==> src/rtl/demux_pkg.sv <==
// rtl/demux_pkg.sv - shared types, defaults and helpers for stream_demux
package demux_pkg;

    // Packet-level routing state: waiting for a first beat, forwarding to a
    // latched port, or discarding a packet whose destination was invalid.
    typedef enum logic [1:0] {
        IDLE = 2'd0,
        FWD  = 2'd1,
        DROP = 2'd2
    } state_t;

    localparam int CNT_W_DEFAULT = 16;

    // Width of a binary index able to address n ports.
    function automatic int sel_width(input int n);
        return (n <= 2) ? 1 : $clog2(n);
    endfunction

endpackage

==> src/rtl/demux_out_stage.sv <==
// rtl/demux_out_stage.sv - one-entry output register slice with one-hot valid decode
module demux_out_stage #(
    parameter int PORT_COUNT = 4,
    parameter int BIT_WIDTH  = 8,
    parameter int SEL_W      = 2
) (
    input  logic                  clk,
    input  logic                  rst,
    input  logic                  load,
    input  logic [BIT_WIDTH-1:0]  in_data,
    input  logic                  in_last,
    input  logic [SEL_W-1:0]      in_dest,
    input  logic [PORT_COUNT-1:0] m_ready,
    output logic                  full,
    output logic                  drain,
    output logic [PORT_COUNT-1:0] m_valid,
    output logic [BIT_WIDTH-1:0]  m_data,
    output logic                  m_last
);

    logic [SEL_W-1:0] dest;

    // Entry register: a load always wins because the top only loads when the
    // slot is empty or is draining in the same cycle.
    always_ff @(posedge clk) begin
        if (rst) begin
            full   <= 1'b0;
            m_data <= '0;
            m_last <= 1'b0;
            dest   <= '0;
        end else if (load) begin
            full   <= 1'b1;
            m_data <= in_data;
            m_last <= in_last;
            dest   <= in_dest;
        end else if (drain) begin
            full   <= 1'b0;
        end
    end

    // Decode the held destination into a one-hot valid vector.
    always_comb begin
        m_valid = '0;
        for (int i = 0; i < PORT_COUNT; i++) begin
            m_valid[i] = full && (dest == SEL_W'(i));
        end
    end

    // Only the addressed port's ready can release the entry.
    assign drain = |(m_valid & m_ready);

endmodule

==> src/rtl/stream_demux.sv <==
// rtl/stream_demux.sv - packet-aware 1-to-N stream demultiplexer with registered outputs
module stream_demux
    import demux_pkg::*;
#(
    parameter int PORT_COUNT = 4,
    parameter int BIT_WIDTH  = 8,
    parameter int SEL_W      = sel_width(PORT_COUNT),
    parameter int CNT_W      = CNT_W_DEFAULT
) (
    input  logic                  clk,
    input  logic                  rst,
    input  logic                  s_valid,
    output logic                  s_ready,
    input  logic [BIT_WIDTH-1:0]  s_data,
    input  logic                  s_last,
    input  logic [SEL_W-1:0]      s_sel,
    output logic [PORT_COUNT-1:0] m_valid,
    input  logic [PORT_COUNT-1:0] m_ready,
    output logic [BIT_WIDTH-1:0]  m_data,
    output logic                  m_last,
    output logic [CNT_W-1:0]      drop_count,
    output logic                  busy
);

    localparam logic [SEL_W:0] PORT_LIMIT = (SEL_W+1)'(PORT_COUNT);

    state_t           state;
    state_t           state_next;
    logic [SEL_W-1:0] route;
    logic             full;
    logic             drain;
    logic             accept;
    logic             in_range;
    logic             load;
    logic             drop;
    logic [SEL_W-1:0] dest_in;

    assign in_range = ({1'b0, s_sel} < PORT_LIMIT);
    // DROP never touches the out reg, so it can always swallow beats.
    assign s_ready  = (state == DROP) ? 1'b1 : (!full || drain);
    assign accept   = s_valid && s_ready;
    assign dest_in  = (state == FWD) ? route : s_sel;
    assign busy     = (state != IDLE) || full;

    // Next-state and per-beat load/drop decisions.
    always_comb begin
        state_next = state;
        load       = 1'b0;
        drop       = 1'b0;
        case (state)
            IDLE: begin
                if (accept) begin
                    load = in_range;
                    drop = !in_range;
                    if (!s_last) begin
                        state_next = in_range ? FWD : DROP;
                    end
                end
            end
            FWD: begin
                if (accept) begin
                    load = 1'b1;
                    if (s_last) begin
                        state_next = IDLE;
                    end
                end
            end
            DROP: begin
                if (accept) begin
                    drop = 1'b1;
                    if (s_last) begin
                        state_next = IDLE;
                    end
                end
            end
            default: state_next = IDLE;
        endcase
    end

    // State register and route latch; the route is captured on a valid first beat.
    always_ff @(posedge clk) begin
        if (rst) begin
            state <= IDLE;
            route <= '0;
        end else begin
            state <= state_next;
            if (state == IDLE && accept && in_range) begin
                route <= s_sel;
            end
        end
    end

    // Saturating count of discarded beats.
    always_ff @(posedge clk) begin
        if (rst) begin
            drop_count <= '0;
        end else if (drop && (drop_count != {CNT_W{1'b1}})) begin
            drop_count <= drop_count + CNT_W'(1);
        end
    end

    demux_out_stage #(
        .PORT_COUNT (PORT_COUNT),
        .BIT_WIDTH  (BIT_WIDTH),
        .SEL_W      (SEL_W)
    ) u_out_stage (
        .clk     (clk),
        .rst     (rst),
        .load    (load),
        .in_data (s_data),
        .in_last (s_last),
        .in_dest (dest_in),
        .m_ready (m_ready),
        .full    (full),
        .drain   (drain),
        .m_valid (m_valid),
        .m_data  (m_data),
        .m_last  (m_last)
    );

endmodule

==> config.mk <==
export PLATFORM = sky130hd
export DESIGN_NAME = stream_demux
export DESIGN_NICKNAME = d
export VERILOG_FILES = /design/src/rtl/demux_pkg.sv /design/src/rtl/demux_out_stage.sv /design/src/rtl/stream_demux.sv
export SDC_FILE = /design/constraint.sdc
export NUM_CORES = 1
export LEC_CHECK = 0
export ABC_AREA = 1
export CAP_MARGIN = 10
export CORE_MARGIN = 2
export CORE_UTILIZATION = 39
export DETAILED_ROUTE_END_ITERATION = 16
export HOLD_SLACK_MARGIN = 0.06
export PLACE_DENSITY_LB_ADDON = 0.25
export SETUP_SLACK_MARGIN = 0.02
export SKIP_LAST_GASP = 1
export SLEW_MARGIN = 10
export SYNTH_ARGS = -nofsm -noshare
export SYNTH_HDL_FRONTEND = slang
export SYNTH_SLANG_ARGS = --single-unit
==> constraint.sdc <==
create_clock -name clk -period 1.8 [get_ports clk]
set_input_delay 0.45 -clock clk [delete_from_list [all_inputs] [get_ports clk]]
set_output_delay 0.45 -clock clk [all_outputs]
set_load 0.03 [all_outputs]
==> impl_metrics.json <==
{
  "cts_sinks": 15,
  "worst-setup-path-type": "reg2out",
  "worstSetupStartpointType": "register",
  "path_clk_slew_ps": 90,
  "ant_nets": 0,
  "yosysTopAreaCell": "dfxtp_1",
  "max_cap_viol_count": 0,
  "drt-wirelength-per-cell_um": 9.62,
  "cp_slowest_cell": "clkdlybuf4s50_1",
  "critPathCaptureType": "output pin",
  "crit_fanout": 2,
  "io_pins": 49,
  "rows": 16,
  "wl_um": 1670,
  "slew_viol_final": 0,
  "crit_path_cell_trace": "clkdlybuf4s50_1",
  "p_per_area_mw_per_mm2": 769,
  "drc": 0,
  "yosys.area.top_type_share_pct": 36.9,
  "num-nets-final": 166,
  "required_ps": 1350,
  "avgSynthCellArea_um2": 7.53,
  "setup_viol_count_final": 0,
  "cts_buffer_depth": 2,
  "power_uw": 886,
  "dpl.cell_count": 169,
  "cp.buffers_inverters": 1,
  "numCtsBuffers": 3,
  "grt_max_degree": 15,
  "initialDrtViolationCount": 16,
  "synthTopCellsByCount": "nor2_1, buf_4, dfxtp_1",
  "final_cells": 174,
  "start_util_pct": 41.5,
  "yosys_register_bits": 15,
  "final_area_mm2": 0.00115,
  "outcome": "finished, final reports clean",
  "avgViaCountPerCell": 4.32,
  "grt_util_all_layers_pct": 15.2,
  "grt_antenna_before_repair": 0,
  "synth_flop_cell": "dfxtp_1",
  "cpPeakStageDelay_ps": 670,
  "cts_tree": "yes",
  "netlist_area_um2": 813,
  "place_congestion": 0.766,
  "grt_pass1_vias": 663,
  "period_needed_ps": 1750,
  "skew_ps": 3.97,
  "fp.coreArea_mm2": 0.00196,
  "yosys_warnings": 0,
  "grt_first_pass_wirelength_um": 2870,
  "seqCellArea_um2": 304,
  "fill_cells": 194,
  "vdd_drop_max_uv": 457,
  "h-tree-depth": 1,
  "p_leak_nw": 0.597,
  "clock_tree.root_cell": "clkbuf_4",
  "synth-edff-count": 0,
  "first_pass_iters": 4,
  "critical_path_arrival_ps": 1300,
  "dr_total_vias": 751,
  "async_flop_share_pct": 0,
  "netlist_instances": 108,
  "synthTopCellsByArea": "dfxtp_1, buf_4, nor2_1, nand2_1, a21oi_1",
  "final_layout_size_suffix_gt1_share_pct": 20.4,
  "dpl_cell_area_mm2": 0.00112,
  "yosysMostFrequentCell": "nor2_1",
  "grt_overflow": 0,
  "syn_to_final_growth_pct": 41.7,
  "ys_types": 22,
  "die-area_mm2": 0.00247,
  "clock.fmax_mhz": 570,
  "critPathTopFamily": "buffers and inverters",
  "hp-class": "reg2reg",
  "multiInputGateArea_um2": 384,
  "synth-seq-area-share_pct": 36.9,
  "clkLatencyLatePin_ps": 290,
  "die_h_um": 49.7,
  "finalHoldViolCount": 0,
  "dp_hpwl_um": 1310,
  "port_buffers": 32,
  "rsz0062_at_grt": "true",
  "fp.dieW_um": 49.7,
  "diodes": 0,
  "fin_crit_sh_pct": 97.4
}
[where the power goes]
part / leakage [nW] / switching [mW] / internal (mW)
sequential: 0.125 / 0.0189 / 0.362
combinational: 0.454 / 0.186 / 0.120
clock: 0.0177 / 0.117 / 0.0827
total: 0.597 / 0.322 / 0.565
[per-layer routing]
layer  global-route usage [%]  vias up  share of wire [%]
met5                        0        -                  0
met4                     8.33        0                2.4
met1                     18.3      323                 43
met2                     25.1       33                 48
met3                     3.03        5                6.7
li1                         -      390                  -
[worst paths after layout]
kind / to / slack [ps] / cells after the start / from
max: m_data[4] / 50 / 1 / u_out_stage.m_data[4]
min reg2reg: route[0] / 470 / 2 / route[0]
max reg2reg: u_out_stage.m_data[5] / 190 / 11 / u_out_stage.dest[1]
min: route[0] / 470 / 2 / route[0]
[cells in the final DEF, fill, tap and decap left out, types with 5 or more instances in the layout]
cell	count
nor2_1	19
clkdlybuf4s50_1	18
conb_1	16
nand2_1	12
dfxtp_1	12
inv_1	7
a21oi_1	6
buf_4	6
nand3_1	5
dlymetal6s2s_1	5
[kinds of logic (layout without fill, tap and decap cells)]
kind of cell	after synthesis	after routing	synth area share, %
other	1	16	0.461
flip-flops	15	15	36.9
AO/OA/AOI/OAI	16	16	11.1
AND/OR/NAND/NOR	49	49	28.8
buffers and inverters	27	51	22.8
[metrics by stage]
stage	TNS, ps	setup slack [ps]	hold WS, ps	util [%]
detailed placement	-732	-91.6	457	57.0
global route	-12.2	-12.2	493	58.7
floorplan	0	194	434	-
global placement	-393	-47.3	450	57.0
CTS	0	23.6	472	58.5
finish	0	46.1	470	58.7
[registers in the layout, indices dropped and copies added (netlist names)]
register,flops
u_out_stage.m_last,1
route,2
u_out_stage.full,1
u_out_stage.dest,2
u_out_stage.m_data,8
state,1
[area by class of cell]
type	instances	area share, %
multi-input combinational	81	33.3
tap	27	2.93
clock buffer	3	1.95
timing repair buffer	38	32.0
inverter	9	2.93
sequential	15	26.4
clock inverter	1	0.434
[what timing repair did]
item,CTS,global route
pin swaps,4,0
setup buffers,1,0
cloned,0,0
resized for setup,9,14
hold buffers,0,0
endpoints found under the setup margin,6,11
[worst min-delay path, cell delays in order, from the launching register on]
cell and delay [ps]:
dfxtp_1 320, nand2_1 60, a21oi_1 50
No activity file was read; power rests on OpenSTA's default activity.
